[src/rtl/rv32i_data_bus_if.sv]
// Core load/store port plus slave-side select/strobe/ack bus of the data interconnect.
// The bus side drives requests and slave responses; the interconnect side drives the rest.
interface rv32i_data_bus_if #(
   parameter int NUM_SLV       = 4,
   parameter int SLV_ADDR_BITS = 12
);
   logic                       cpu_req;
   logic                       cpu_we;
   logic [31:0]                cpu_addr;
   logic [31:0]                cpu_wdata;
   logic [2:0]                 cpu_funct3;
   logic [31:0]                cpu_rdata;
   logic                       cpu_ready;
   logic                       cpu_err;
   logic [NUM_SLV-1:0]         slv_sel;
   logic                       slv_we;
   logic [SLV_ADDR_BITS-1:0]   slv_addr;
   logic [31:0]                slv_wdata;
   logic [3:0]                 slv_be;
   logic [NUM_SLV*32-1:0]      slv_rdata;
   logic [NUM_SLV-1:0]         slv_ack;

   modport master (
      output cpu_req, cpu_we, cpu_addr, cpu_wdata, cpu_funct3, slv_rdata, slv_ack,
      input  cpu_rdata, cpu_ready, cpu_err, slv_sel, slv_we, slv_addr, slv_wdata, slv_be
   );

   modport slave (
      input  cpu_req, cpu_we, cpu_addr, cpu_wdata, cpu_funct3, slv_rdata, slv_ack,
      output cpu_rdata, cpu_ready, cpu_err, slv_sel, slv_we, slv_addr, slv_wdata, slv_be
   );
endinterface

[src/rtl/rv32i_data_bus.sv]
// RV32I data-side interconnect: decode, lane steering, load extension, ack/timeout handshake.
// Zero-wait slave gives cpu_ready 2 cycles after request; the core stalls until cpu_ready.
module rv32i_data_bus #(
   parameter int          NUM_SLV       = 4,
   parameter int          SLV_ADDR_BITS = 12,
   parameter logic [31:0] BASE_ADDR     = 32'h1000_0000,
   parameter int          TIMEOUT       = 15
) (
   input  logic clk,
   input  logic reset,
   rv32i_data_bus_if.slave bus
);
   typedef enum logic [1:0] {IDLE, ACCESS, RESP} state_t;

   state_t                   state_q, state_d;
   logic [NUM_SLV-1:0]       sel_q, sel_d;
   logic                     we_q, we_d;
   logic [SLV_ADDR_BITS-1:0] addr_q, addr_d;
   logic [31:0]              wdata_q, wdata_d;
   logic [3:0]               be_q, be_d;
   logic [31:0]              rdata_q, rdata_d;
   logic                     ready_q, ready_d;
   logic                     err_q, err_d;
   logic [7:0]               cnt_q, cnt_d;
   logic [2:0]               f3_q, f3_d;
   logic [1:0]               b_q, b_d;

   logic [31:0]        off, win, wdata_req, word, sh, load_ext;
   logic               in_range, size_ok;
   logic [1:0]         b;
   logic [3:0]         be_req;
   logic [NUM_SLV-1:0] sel_req;

   // Request decode; the unsigned compare against BASE_ADDR keeps low addresses from aliasing.
   always_comb begin
      off       = bus.cpu_addr - BASE_ADDR;
      win       = off >> SLV_ADDR_BITS;
      in_range  = (bus.cpu_addr >= BASE_ADDR) && (win < 32'(NUM_SLV));
      b         = bus.cpu_addr[1:0];
      size_ok   = 1'b0;
      be_req    = 4'b0000;
      wdata_req = 32'h0;
      case (bus.cpu_funct3)
         3'b000, 3'b100: begin
            size_ok   = 1'b1;
            be_req    = 4'b0001 << b;
            wdata_req = {4{bus.cpu_wdata[7:0]}};
         end
         3'b001, 3'b101: begin
            size_ok   = ~b[0];
            be_req    = 4'b0011 << b;
            wdata_req = {2{bus.cpu_wdata[15:0]}};
         end
         3'b010: begin
            size_ok   = (b == 2'b00);
            be_req    = 4'b1111;
            wdata_req = bus.cpu_wdata;
         end
         default: size_ok = 1'b0;
      endcase
      if (bus.cpu_we && bus.cpu_funct3[2]) size_ok = 1'b0;
      for (int i = 0; i < NUM_SLV; i++) sel_req[i] = (win == 32'(i));
   end

   always_comb begin
      word = 32'h0;
      for (int i = 0; i < NUM_SLV; i++) begin
         if (sel_q[i]) word = bus.slv_rdata[32*i +: 32];
      end
      sh       = word >> {b_q, 3'b000};
      load_ext = sh;
      case (f3_q)
         3'b000:  load_ext = {{24{sh[7]}}, sh[7:0]};
         3'b100:  load_ext = {24'h0, sh[7:0]};
         3'b001:  load_ext = {{16{sh[15]}}, sh[15:0]};
         3'b101:  load_ext = {16'h0, sh[15:0]};
         default: load_ext = sh;
      endcase
   end

   always_comb begin
      state_d = state_q;
      sel_d   = sel_q;
      we_d    = we_q;
      addr_d  = addr_q;
      wdata_d = wdata_q;
      be_d    = be_q;
      rdata_d = rdata_q;
      ready_d = ready_q;
      err_d   = err_q;
      cnt_d   = cnt_q;
      f3_d    = f3_q;
      b_d     = b_q;
      case (state_q)
         IDLE: begin
            ready_d = 1'b0;
            err_d   = 1'b0;
            rdata_d = 32'h0;
            cnt_d   = 8'h0;
            if (bus.cpu_req) begin
               if (in_range && size_ok) begin
                  state_d = ACCESS;
                  sel_d   = sel_req;
                  we_d    = bus.cpu_we;
                  addr_d  = {off[SLV_ADDR_BITS-1:2], 2'b00};
                  wdata_d = wdata_req;
                  be_d    = be_req;
                  f3_d    = bus.cpu_funct3;
                  b_d     = b;
               end else begin
                  state_d = RESP;
                  ready_d = 1'b1;
                  err_d   = 1'b1;
               end
            end
         end
         ACCESS: begin
            cnt_d = cnt_q + 8'd1;
            // An ack in the expiry cycle is checked first so it wins over the timeout.
            if (|(bus.slv_ack & sel_q) || (cnt_d == 8'(TIMEOUT))) begin
               state_d = RESP;
               ready_d = 1'b1;
               err_d   = ~|(bus.slv_ack & sel_q);
               rdata_d = (we_q || !(|(bus.slv_ack & sel_q))) ? 32'h0 : load_ext;
               sel_d   = '0;
               we_d    = 1'b0;
               addr_d  = '0;
               wdata_d = 32'h0;
               be_d    = 4'b0000;
            end
         end
         RESP: begin
            state_d = IDLE;
            ready_d = 1'b0;
            err_d   = 1'b0;
            rdata_d = 32'h0;
         end
         default: state_d = IDLE;
      endcase
   end

   always_ff @(posedge clk or negedge reset) begin
      if (!reset) begin
         state_q <= IDLE;
         sel_q   <= '0;
         we_q    <= 1'b0;
         addr_q  <= '0;
         wdata_q <= 32'h0;
         be_q    <= 4'b0000;
         rdata_q <= 32'h0;
         ready_q <= 1'b0;
         err_q   <= 1'b0;
         cnt_q   <= 8'h0;
         f3_q    <= 3'b000;
         b_q     <= 2'b00;
      end else begin
         state_q <= state_d;
         sel_q   <= sel_d;
         we_q    <= we_d;
         addr_q  <= addr_d;
         wdata_q <= wdata_d;
         be_q    <= be_d;
         rdata_q <= rdata_d;
         ready_q <= ready_d;
         err_q   <= err_d;
         cnt_q   <= cnt_d;
         f3_q    <= f3_d;
         b_q     <= b_d;
      end
   end

   assign bus.slv_sel   = sel_q;
   assign bus.slv_we    = we_q;
   assign bus.slv_addr  = addr_q;
   assign bus.slv_wdata = wdata_q;
   assign bus.slv_be    = be_q;
   assign bus.cpu_rdata = rdata_q;
   assign bus.cpu_ready = ready_q;
   assign bus.cpu_err   = err_q;
endmodule

[src/flat_wrapper.sv]
// flat-port wrapper written by rule: the top's interface ports become plain ports
module rv32i_data_bus_flat 
#(
   parameter int          NUM_SLV       = 4,
   parameter int          SLV_ADDR_BITS = 12,
   parameter logic [31:0] BASE_ADDR     = 32'h1000_0000,
   parameter int          TIMEOUT       = 15
)
  (clk, reset, bus_cpu_req, bus_cpu_we, bus_cpu_addr, bus_cpu_wdata, bus_cpu_funct3, bus_slv_rdata, bus_slv_ack, bus_cpu_rdata, bus_cpu_ready, bus_cpu_err, bus_slv_sel, bus_slv_we, bus_slv_addr, bus_slv_wdata, bus_slv_be);
  rv32i_data_bus_if #(.NUM_SLV(NUM_SLV), .SLV_ADDR_BITS(SLV_ADDR_BITS)) bus_i ();
  input  logic clk;
  input  logic reset;
  input wire logic [$bits(bus_i.cpu_req)-1:0] bus_cpu_req;
  input wire logic [$bits(bus_i.cpu_we)-1:0] bus_cpu_we;
  input wire logic [$bits(bus_i.cpu_addr)-1:0] bus_cpu_addr;
  input wire logic [$bits(bus_i.cpu_wdata)-1:0] bus_cpu_wdata;
  input wire logic [$bits(bus_i.cpu_funct3)-1:0] bus_cpu_funct3;
  input wire logic [$bits(bus_i.slv_rdata)-1:0] bus_slv_rdata;
  input wire logic [$bits(bus_i.slv_ack)-1:0] bus_slv_ack;
  output wire logic [$bits(bus_i.cpu_rdata)-1:0] bus_cpu_rdata;
  output wire logic [$bits(bus_i.cpu_ready)-1:0] bus_cpu_ready;
  output wire logic [$bits(bus_i.cpu_err)-1:0] bus_cpu_err;
  output wire logic [$bits(bus_i.slv_sel)-1:0] bus_slv_sel;
  output wire logic [$bits(bus_i.slv_we)-1:0] bus_slv_we;
  output wire logic [$bits(bus_i.slv_addr)-1:0] bus_slv_addr;
  output wire logic [$bits(bus_i.slv_wdata)-1:0] bus_slv_wdata;
  output wire logic [$bits(bus_i.slv_be)-1:0] bus_slv_be;
  assign bus_i.cpu_req = bus_cpu_req;
  assign bus_i.cpu_we = bus_cpu_we;
  assign bus_i.cpu_addr = bus_cpu_addr;
  assign bus_i.cpu_wdata = bus_cpu_wdata;
  assign bus_i.cpu_funct3 = bus_cpu_funct3;
  assign bus_i.slv_rdata = bus_slv_rdata;
  assign bus_i.slv_ack = bus_slv_ack;
  assign bus_cpu_rdata = bus_i.cpu_rdata;
  assign bus_cpu_ready = bus_i.cpu_ready;
  assign bus_cpu_err = bus_i.cpu_err;
  assign bus_slv_sel = bus_i.slv_sel;
  assign bus_slv_we = bus_i.slv_we;
  assign bus_slv_addr = bus_i.slv_addr;
  assign bus_slv_wdata = bus_i.slv_wdata;
  assign bus_slv_be = bus_i.slv_be;
  rv32i_data_bus #(.NUM_SLV(NUM_SLV), .SLV_ADDR_BITS(SLV_ADDR_BITS), .BASE_ADDR(BASE_ADDR), .TIMEOUT(TIMEOUT)) u_core (.clk(clk), .reset(reset), .bus(bus_i));
endmodule
[config.mk]
export PLATFORM = sky130hd
export DESIGN_NAME = rv32i_data_bus_flat
export DESIGN_NICKNAME = d
export VERILOG_FILES = /design/src/rtl/rv32i_data_bus_if.sv /design/src/rtl/rv32i_data_bus.sv /design/src/flat_wrapper.sv
export SDC_FILE = /design/constraint.sdc
export NUM_CORES = 1
export LEC_CHECK = 0
export ABC_AREA = 0
export ABC_CLOCK_PERIOD_IN_PS = 3000
export BUFFER_PORTS_ARGS = -buffer_cell sky130_fd_sc_hd__buf_2
export CAP_MARGIN = 40
export CELL_PAD_IN_SITES_DETAIL_PLACEMENT = 1
export CELL_PAD_IN_SITES_GLOBAL_PLACEMENT = 1
export CORE_MARGIN = 8
export CORE_UTILIZATION = 34
export DETAILED_ROUTE_END_ITERATION = 6
export GPL_ROUTABILITY_DRIVEN = 0
export GPL_TIMING_DRIVEN = 0
export PLACE_DENSITY = 0.83
export SYNTH_ARGS = -nofsm -noshare
export SYNTH_HDL_FRONTEND = slang
export SYNTH_SLANG_ARGS = --single-unit
[constraint.sdc]
create_clock -name clk -period 3 [get_ports clk]
set_clock_uncertainty 0.15 [all_clocks]
set_input_delay 0.45 -clock clk [delete_from_list [all_inputs] [get_ports clk]]
set_output_delay 0.45 -clock clk [all_outputs]
set_load 0.05 [all_outputs]
==> results by group, run 1 <==
Clocking
  • CTS clk-pin slew, worst paths: 70 ps
  • Clock Latency Late Sink: 360 ps
  • CTS tree: built
  • Clock Tree Buf Depth: 2
  • Root Buffer: clkbuf_16
  • Num CTS Buffers: 9
  • H-tree levels: 3
  • CTS Sinks: 100

Synthesis
  • Dominant synthesized flop cell: dfrtp_1
  • Synthesized area: 0.006242 mm2
  • Yosys warning count: 0
  • Cell variety after synth: 58
  • Async SR Flop Fraction: 100.0%
  • #FFs+latches synth: 100
  • Top post-synthesis cells by area: dfrtp_1, a221o_1, o21ai_0
  • Cells after Synth: 688
  • Sequential area share after synthesis: 40.09%
  • Post-synth EDFFs: 0
  • Yosys top cell by area: dfrtp_1
  • Syn_area_per_cell: 9.073 um2
  • Share of the synthesized area in the top cell type: 40.09%

Status
  • Failing checks: negative hold slack
  • Status: complete, but fails checks

STA
  • Max Fclk: 353.6 MHz
  • Final hold violation count: 40
  • Unrepaired setup endpoints after global routing: false
  • WHS: -15.66 ps
  • Post-route minimum period: 2828 ps
  • Slew Viols, Final: 0
  • Setup tns final: 0 ps
  • Slew margin rel.: 53.97%
  • Finish-stage setup viols: 0
  • Slew at the pin closest to its max-slew limit: 685.2 ps
  • Final worst path period share: 94.28%

Setup path
  • Worst-path maximum fanout: 10
  • Critical path type: reg2reg
  • Startpoint Class: flip-flop
  • CP bufs+invs: 3
  • CP delay by family, top: compound AO/OA/AOI/OAI gates
  • Critical path data arrival time: 2970 ps
  • Critical path cell sequence: inv_1, clkbuf_1, nand2_1, o41ai_1, a31oi_1, a21oi_2, buf_4, a22o_1
  • CP endpoint kind: flip-flop
  • Worst endpoint required time: 3140 ps
  • CP peak stage delay: 440 ps
  • Setup slack, reg-to-reg: 170 ps
  • Worst path slowest cell: clkbuf_1

Worst hold path
  • Hold Crit Class: in2async

Run
  • Max cap viols: 0

Die
  • Ports: 290
  • Core area: 0.01796 mm2
  • Die area: 0.02295 mm2
  • Die width: 151.5 um
  • Die Height: 151.5 um
  • Starting density of the core: 34.75%
  • Cell Rows: 49

Power and ir drop
  • Worst vdd ir: 0.2753 mV
  • Leakage: 3.970 nW
  • Power after layout: 0.003468 W
  • Pwr per Cell Area: 417.1 mW/mm2

Final layout
  • Commonest non-fill, non-tap cell in the layout: buf_2
  • Final instance count without filler cells: 1223
  • Fillcell total: 2225
  • Fraction of layout cells with a size suffix above 1: 36.12%
  • Commonest non-fill, non-tap cells in the layout: buf_2, dfrtp_1, o21ai_0
  • Nets: 1197
  • Synthesis-to-finish area growth: 33.21%
  • Ant diodes: 0

Global route
  • Grt total ovfl: 0
  • Largest net degree at the start of global routing: 54
  • Initial antenna violation count: 2
  • GRT Util Overall: 24.14%
  • Global-route wire length before repair: 42660 um
  • Vias in the first global route: 7611

Detailed routing
  • Total number of vias: 7111
  • DRC: 0
  • Vias per cell: 5.814
  • Routed WL per cell: 23.59 um
  • DRT iter0 DRCs: 345
  • Drt total wl: 28850 um
  • Final ANT Viol Nets: 0
  • Total iterations of the first detailed-routing run: 5

Place
  • DP HPWL: 23060 um
  • IO buf count: 286
  • Inst Count DP: 1207
[flip-flops by register name (all words and copies together), names as in the netlist]
register              cells
u_core.bus.cpu_err        1
u_core.bus.slv_addr      10
u_core.b_q                2
u_core.bus.slv_sel        4
u_core.bus.slv_wdata     32
u_core.state_q            2
u_core.bus.slv_be         4
u_core.cnt_q              8
u_core.bus.slv_we         1
u_core.f3_q               3
u_core.bus.cpu_ready      1
u_core.bus.cpu_rdata     32
[cell usage after synthesis (4+ instances only)]
| master | number |
|---|---|
| o21a_1 | 9 |
| o221ai_1 | 21 |
| nor3_1 | 9 |
| buf_2 | 7 |
| nand2_1 | 66 |
| buf_6 | 4 |
| nor2b_1 | 5 |
| mux2i_1 | 12 |
| ha_1 | 5 |
| o41ai_1 | 32 |
| o21ai_0 | 67 |
| buf_4 | 4 |
| a22o_1 | 31 |
| nand2b_1 | 15 |
| clkbuf_1 | 48 |
| nand3_1 | 21 |
| inv_1 | 29 |
| o22ai_1 | 6 |
| xor2_1 | 5 |
| mux2_2 | 23 |
| nor2_1 | 20 |
| nor3b_1 | 4 |
| dfrtp_1 | 100 |
| a221o_1 | 36 |
| a21oi_1 | 61 |
[per-stage QoR]
stage	worst slack [ps]	utilization, %	cell area (um2)
floorplan	426.1	-	6246
global placement	84.88	44.33	7964
detailed placement	-28.47	44.56	8004
CTS	123.5	46.26	8309
global route	2.417	46.29	8315
finish	171.7	46.29	8315
[path summary, 6_finish.rpt]
check / start / to / cells after the start
setup reg to reg: u_core.b_q[0] / u_core.bus.cpu_rdata[23] / 8
min in group clk: bus_cpu_addr[11] / u_core.bus.slv_addr[11] / 3
max in group asynchronous: reset / u_core.cnt_q[5] / 2
hold reg to reg: u_core.bus.cpu_rdata[3] / u_core.bus.cpu_rdata[3] / 2
setup / recovery: u_core.b_q[0] / u_core.bus.cpu_rdata[23] / 8
hold / removal: reset / u_core.bus.slv_wdata[20] / 1
[repair_timing]
item	in CTS	in global routing
hold buffers	0	0
setup endpoints to repair	11	31
gates cloned	0	0
buffers inserted	0	0
gates resized for setup	1	10
[power breakdown]
| group | switching (W) | internal [W] | total [W] |
|---|---|---|---|
| Combinational | 0.000577 | 0.000244 | 0.000821 |
| Clock | 0.000560 | 0.000671 | 0.00123 |
| Sequential | 0.0000242 | 0.00139 | 0.00142 |
| Total | 0.00116 | 0.00231 | 0.00347 |
[worst register-to-register path, cell delays in order (launching register included)]
cell and delay (ps):
dfrtp_1 430, inv_1 130, clkbuf_1 440, nand2_1 340, o41ai_1 390, a31oi_1 90
a21oi_2 370, buf_4 260, a22o_1 150
[logic make-up after synthesis]
| kind of cell | count (synthesis) | share of synthesized area [%] |
|---|---|---|
| flip-flops | 100 | 40.09 |
| XOR/XNOR | 7 | 0.9822 |
| buffers and inverters | 95 | 6.574 |
| multiplexers | 36 | 6.314 |
| AO/OA/AOI/OAI | 281 | 32.01 |
| AND/OR/NAND/NOR | 163 | 12.97 |
| adder cells (fa/ha/maj) | 5 | 1.002 |
| other | 1 | 0.06007 |
[routing by layer]
| layer | track usage [%] | part of all wire [%] |
|---|---|---|
| met1 | 27.84 | 39 |
| met2 | 41.47 | 48 |
| met5 | 0 | 0.087 |
| met3 | 6.534 | 9.5 |
| met4 | 10.29 | 3.3 |
[cell type report]
class | count | area, um2 | share of cell area, %
Buffer | 66 | 307.8 | 3.701
Sequential cell | 100 | 2502 | 30.09
Timing Repair Buffer | 289 | 1471 | 17.69
Tap cell | 229 | 286.5 | 3.446
Inverter | 29 | 108.9 | 1.309
Clock inverter | 6 | 62.56 | 0.7523
Multi-Input combinational cell | 494 | 3337 | 40.13
Clock buffer | 10 | 239.0 | 2.874
Power figures use the tool's default switching activity.
==> run 2, diff against run 1 <==
ABC_CLOCK_PERIOD_IN_PS = 2800   (was 3000)
CORE_ASPECT_RATIO = 0.5   (was default)
PLACE_DENSITY = default   (was 0.83)
PLACE_DENSITY_LB_ADDON = 0.1   (was default)
clock period = 2.8 ns   (was 3 ns; I/O delays follow)
==> results by group, run 2 (same netlist as run 1, synthesis figures left out) <==
Clocking
  • Root Buffer: clkbuf_16
  • CTS clk-pin slew, worst paths: 90 ps (+20 ps)
  • CTS Sinks: 100 (unchanged)
  • H-tree levels: 3 (unchanged)
  • Clock Tree Buf Depth: 2 (unchanged)
  • Num CTS Buffers: 9 (unchanged)
  • Total setup buffers inserted after CTS: 0 (unchanged)
  • CTS tree: built
  • Clock Latency Late Sink: 350 ps (about the same)

Global route
  • Grt total ovfl: 0 (unchanged)
  • Global-route wire length before repair: 43360 um (+1.6%)
  • GRT Util Overall: 23.13% (-1.0 points)
  • Vias in the first global route: 7394 (-2.9%)
  • Largest net degree at the start of global routing: 58 (+7.4%)
  • Initial antenna violation count: 0 (-2)

Detailed routing
  • DR WL met3: 1536 um (-44%)
  • Drt total wl: 28070 um (-2.7%)
  • Met2 wire length: 13320 um (-4.8%)
  • Final ANT Viol Nets: 0 (unchanged)
  • Total number of vias: 6865 (-3.5%)
  • Routed WL per cell: 22.71 um (-3.7%)
  • DRT iter0 DRCs: 475 (+38%)
  • Top routing layer in use: met4
  • DRC: 0 (unchanged)
  • Vias per cell: 5.554 (-4.5%)
  • Wl on met1: 12760 um (+14%)
  • Total iterations of the first detailed-routing run: 5 (unchanged)

STA
  • Slew Viols, Final: 0 (unchanged)
  • Setup tns final: 0 ps (unchanged)
  • Max Fclk: 371.7 MHz (+5.1%)
  • Finish-stage setup viols: 0 (unchanged)
  • Final hold violation count: 0 (-100%)
  • Slew at the pin closest to its max-slew limit: 759.6 ps (+74.35 ps)
  • Post-route minimum period: 2690 ps (-137.9 ps)
  • Final worst path period share: 96.09% (+1.8 points)
  • Worst setup margin: 109.6 ps (-62.08 ps)
  • Slew margin rel.: 48.65% (-5.3 points)
  • Unrepaired setup endpoints after global routing: false

Setup path
  • R2R Path End: u_core.bus.cpu_rdata[2]
  • Critical path cell sequence: buf_2, nor2b_2, buf_2, buf_2, a221o_1, o221ai_1, a221o_1, o21a_1, o21ai_0
  • CP peak stage delay: 460 ps (+20 ps)
  • Setup slack, reg-to-reg: 110 ps (-60 ps)
  • Worst endpoint required time: 2930 ps (-210 ps)
  • Worst-path maximum fanout: 10 (unchanged)
  • Crit path top cell by count: buf_2
  • CP endpoint kind: flip-flop
  • CP delay by family, top: compound AO/OA/AOI/OAI gates
  • RR Startpoint: u_core.bus.slv_sel[1]
  • Critical path type: reg2reg
  • CP bufs+invs: 3 (unchanged)
  • Worst r2r path cells: 9 (+1)
  • Startpoint Class: flip-flop
  • Critical path data arrival time: 2820 ps (-150 ps)
  • Worst path slowest cell: a221o_1

Final layout
  • Fraction of layout cells with a size suffix above 1: 37.05% (+0.93 points)
  • Final instance count without filler cells: 1236 (+1.1%)
  • Ant diodes: 0 (unchanged)
  • Final core utilization: 46.39% (+0.098 points)
  • Nets: 1199 (+0.17%)
  • Register area: 0.002502 mm2 (unchanged)
  • Area of the multi-input gates: 0.003403 mm2 (+2.0%)
  • Fillcell total: 2235 (+0.45%)
  • Commonest non-fill, non-tap cell in the layout: buf_2
  • Synthesis-to-finish area growth: 35.06%
  • Commonest non-fill, non-tap cells in the layout: buf_2, dfrtp_1, o21ai_0

Die
  • Starting density of the core: 34.35% (-0.40 points)
  • Cell Rows: 35 (-29%)
  • Die area: 0.02321 mm2 (+1.1%)
  • Core area: 0.01817 mm2 (+1.2%)
  • Ports: 290 (unchanged)
  • Die width: 207.6 um (+37%)
  • Die Height: 111.8 um (-26%)

Place
  • DP HPWL: 22660 um (-1.7%)
  • IO buf count: 286 (unchanged)
  • Inst Count DP: 1219 (+0.99%)
  • Setup WS pre-CTS: -130.0 ps (-101.5 ps)

Worst hold path
  • Worst Hold Depth: 3
  • Hold Crit Class: in2reg
  • Hold worst-path end: u_core.bus.slv_addr[11]
  • HP Start: bus_cpu_addr[11]

Status
  • Status: complete, no violations

Power and ir drop
  • Worst vdd ir: 0.2798 mV (+1.6%)
  • Pwr per Cell Area: 437.1 mW/mm2 (+4.8%)
  • Leakage: 3.997 nW (+0.68%)

Run
  • Max cap viols: 0 (unchanged)
==> run 2: cell types whose count changed in the layout (fill, tap and decap cells not counted), sizes merged <==
cell,change
bufinv,-1
clkinv,-2
buf,+1
inv,+4
clkbuf,-1
dlygate4sd3,+1
==> run 2: what timing repair did <==
| action | 4_1_cts | 5_1_grt |
|---|---|---|
| gates resized for setup | 2 | 25 |
| endpoints found under the setup margin | 46 | 65 |
| endpoints found under the hold margin | 13 | 0 |
| hold buffers | 1 | 0 |
| pin swaps | 1 | 1 |
==> run 2: worst max path at each step <==
stage / startpoint / endpoint / slack, ps / depth (start not counted)
floorplan: u_core.bus.slv_sel[2] / u_core.bus.cpu_rdata[21] / 230 / 9
global placement: bus_cpu_addr[21] / u_core.bus.slv_sel[2] / -70 / 8
detailed placement: u_core.state_q[1] / u_core.bus.slv_wdata[30] / -130 / 10
CTS: u_core.bus.slv_sel[3] / u_core.bus.cpu_rdata[23] / 20 / 8
global route: u_core.bus.slv_sel[1] / u_core.bus.cpu_rdata[2] / 0.1 / 9
finish: u_core.bus.slv_sel[1] / u_core.bus.cpu_rdata[2] / 110 / 9
==> run 2: final cells by class <==
class	instances	area share, %
multi-input cells	494	40.37
flip-flops and latches	100	29.68
repair buffers	291	17.79
well taps	240	3.562
inverters	29	1.291
clock buffers	9	2.671
plain buffers	66	3.695
clock inverters	7	0.9350
==> run 2: worst min-delay path, stage by stage <==
cell	delay, ps
buf_2	90
inv_1	40
o41ai_1	70
==> run 2: per-stage QoR <==
stage / total power, W / cell area [um2] / hold WS (ps)
after global routing: 0.003854 / 8431 / 150.1
after CTS: 0.003720 / 8362 / 140.5
after global placement: 0.002388 / 7978 / 308.6
final: 0.003685 / 8431 / 150.0
after floorplan: 0.002021 / 6246 / -25.59
after detailed placement: 0.002413 / 8036 / 108.3
==> run 2: routing by layer <==
layer,GRT usage (%),vias to the layer above
met2,39.32,203
met3,4.739,29
li1,-,3221
met4,4.610,0
met5,0,-
met1,30.23,3412
==> run 2: power by group <==
| part | internal [W] | switching, W | leakage [nW] |
|---|---|---|---|
| Sequential | 0.00149 | 0.0000258 | 1.34 |
| Clock | 0.000639 | 0.000652 | 0.149 |
| Combinational | 0.000268 | 0.000609 | 2.51 |
| Total | 0.00240 | 0.00129 | 4.00 |
==> run 3, diff against run 2 <==
CORE_ASPECT_RATIO = 1.75   (was 0.5)
==> results by group, run 3 (same netlist as run 1, synthesis figures left out) <==
Status
  • Status: complete, no violations

Final layout
  • Fillcell total: 2292 (+2.6%)
  • Fraction of layout cells with a size suffix above 1: 37.32% (+0.28 points)
  • Synthesis-to-finish area growth: 34.96% (about the same)
  • Commonest non-fill, non-tap cells in the layout: buf_2, dfrtp_1, o21ai_0
  • Area of the multi-input gates: 0.003398 mm2 (-0.15%)
  • Final instance count without filler cells: 1232 (-0.32%)
  • Final core utilization: 46.66% (+0.27 points)
  • Commonest non-fill, non-tap cell in the layout: buf_2
  • Register area: 0.002502 mm2 (unchanged)
  • Nets: 1197 (-0.17%)

Setup path
  • Startpoint Class: flip-flop
  • Critical path type: reg2reg
  • Critical path data arrival time: 2830 ps (about the same)
  • Worst path slowest cell: o221ai_1
  • Worst endpoint required time: 2900 ps (-30 ps)
  • CP endpoint kind: flip-flop
  • Worst-path maximum fanout: 10 (unchanged)
  • Worst setup startpoint: u_core.bus.slv_sel[3]
  • Setup slack, reg-to-reg: 70 ps (-40 ps)
  • CP peak stage delay: 500 ps (+40 ps)
  • RR Startpoint: u_core.bus.slv_sel[3]
  • Critical path cell sequence: buf_4, nand2b_1, clkbuf_2, o221ai_1, a22o_1, o221ai_1, a22o_1

Global route
  • Largest net degree at the start of global routing: 63 (+8.6%)
  • Grt total ovfl: 0 (unchanged)
  • Initial antenna violation count: 4 (+4)
  • Global-route wire length before repair: 45740 um (+5.5%)
  • Vias in the first global route: 7632 (+3.2%)
  • GRT Util Overall: 25.87% (+2.7 points)

Detailed routing
  • Final ANT Viol Nets: 0 (unchanged)
  • Total number of vias: 7039 (+2.5%)
  • Routed WL per cell: 24.87 um (+9.5%)
  • Vias per cell: 5.713 (+2.9%)
  • Total iterations of the first detailed-routing run: 5 (unchanged)
  • Drt total wl: 30640 um (+9.1%)
  • DRT iter0 DRCs: 387 (-19%)
  • DRC: 0 (unchanged)

STA
  • Post-route minimum period: 2730 ps (+39.54 ps)
  • Slew at the pin closest to its max-slew limit: 827.9 ps (+68.37 ps)
  • Unrepaired setup endpoints after global routing: true
  • Slew margin rel.: 44.66% (-4.0 points)
  • Max Fclk: 366.3 MHz (-1.4%)
  • Finish-stage setup viols: 0 (unchanged)
  • Final worst path period share: 97.50% (+1.4 points)
  • WHS: 154.6 ps (+4.650 ps)
  • Final hold violation count: 0 (unchanged)
  • Setup tns final: 0 ps (unchanged)
  • Slew Viols, Final: 0 (unchanged)

Die
  • Die Height: 195.2 um (+75%)
  • Die area: 0.02312 mm2 (-0.40%)
  • Starting density of the core: 34.57% (+0.23 points)
  • Core area: 0.01805 mm2 (-0.65%)
  • Ports: 290 (unchanged)
  • Cell Rows: 65 (+86%)
  • Die width: 118.4 um (-43%)

Clocking
  • CTS tree: built
  • Num CTS Buffers: 9 (unchanged)
  • H-tree levels: 3 (unchanged)
  • Clock Latency Late Sink: 360 ps (about the same)
  • CTS clk-pin slew, worst paths: 80 ps (about the same)
  • Root Buffer: clkbuf_16
  • Clock Tree Buf Depth: 2 (unchanged)
  • CTS Sinks: 100 (unchanged)

Place
  • DP HPWL: 25260 um (+11%)
  • IO buf count: 286 (unchanged)
  • Inst Count DP: 1211 (-0.66%)

Power and ir drop
  • Worst vdd ir: 0.3440 mV (+23%)
  • Pwr per Cell Area: 445.7 mW/mm2 (+1.9%)
  • Power after layout: 0.003754 W (+1.9%)
  • Leakage: 3.999 nW (about the same)

Worst hold path
  • Hold Crit Class: in2reg
  • HP Start: bus_cpu_addr[3]

Run
  • Max cap viols: 0 (unchanged)
## run 3: cell types whose count changed in the layout (fill, tap and decap cells not counted), sizes merged
cell    delta
inv        -1
bufinv     +1
buf        -2
diode      +4
## run 3: critical path: cells and delay by family (launching register included)
kind,cells,cell delay [ps]
buf+inv,2,490
simple gates,1,250
flops,1,460
compound gates,4,1270
## run 3: worst paths after layout
kind                                            end  depth (start not counted)
max                        u_core.bus.cpu_rdata[12]                          7
min                          u_core.bus.slv_addr[3]                          3
max reg2reg                u_core.bus.cpu_rdata[12]                          7
min reg2reg                    u_core.bus.cpu_ready                          1
max in group asynchronous           u_core.cnt_q[5]                          3
min in group asynchronous     u_core.bus.slv_sel[2]                          2
## run 3: area by class of cell
cell class | instances | share of cell area, %
clock inverters | 7 | 1.084
plain buffers | 65 | 3.698
well taps | 234 | 3.475
diodes | 4 | 0.1188
flip-flops and latches | 100 | 29.70
multi-input cells | 494 | 40.34
inverters | 29 | 1.292
repair buffers | 290 | 17.61
clock buffers | 9 | 2.673
## run 3: repair_timing
item | in CTS | in global routing
setup endpoints to repair | 74 | 60
resized for setup | 9 | 16
hold buffers | 1 | 0
cloned | 0 | 0
setup buffers | 0 | 1
pin swaps | 0 | 1
hold endpoints to repair | 38 | 0
## run 3: metal layers
| metal | wire (um) | global-route usage [%] |
|---|---|---|
| met5 | 0 | 0 |
| met2 | 17250 | 50.62 |
| met1 | 10710 | 25.16 |
| met3 | 1500 | 4.882 |
| met4 | 1183 | 12.29 |
## run 3: through the flow
stage	cell area [um2]	setup WS (ps)
after floorplan	6246	226.1
after global placement	7970	-163.3
after detailed placement	8011	-179.2
after CTS	8369	8.873
after global routing	8424	-114.2
final	8424	70.07
## run 3: where the power goes
group | switching, W | leakage [nW] | internal, W
clock | 0.000631 | 0.157 | 0.000720
combinational | 0.000618 | 2.50 | 0.000269
sequential | 0.0000259 | 1.34 | 0.00149
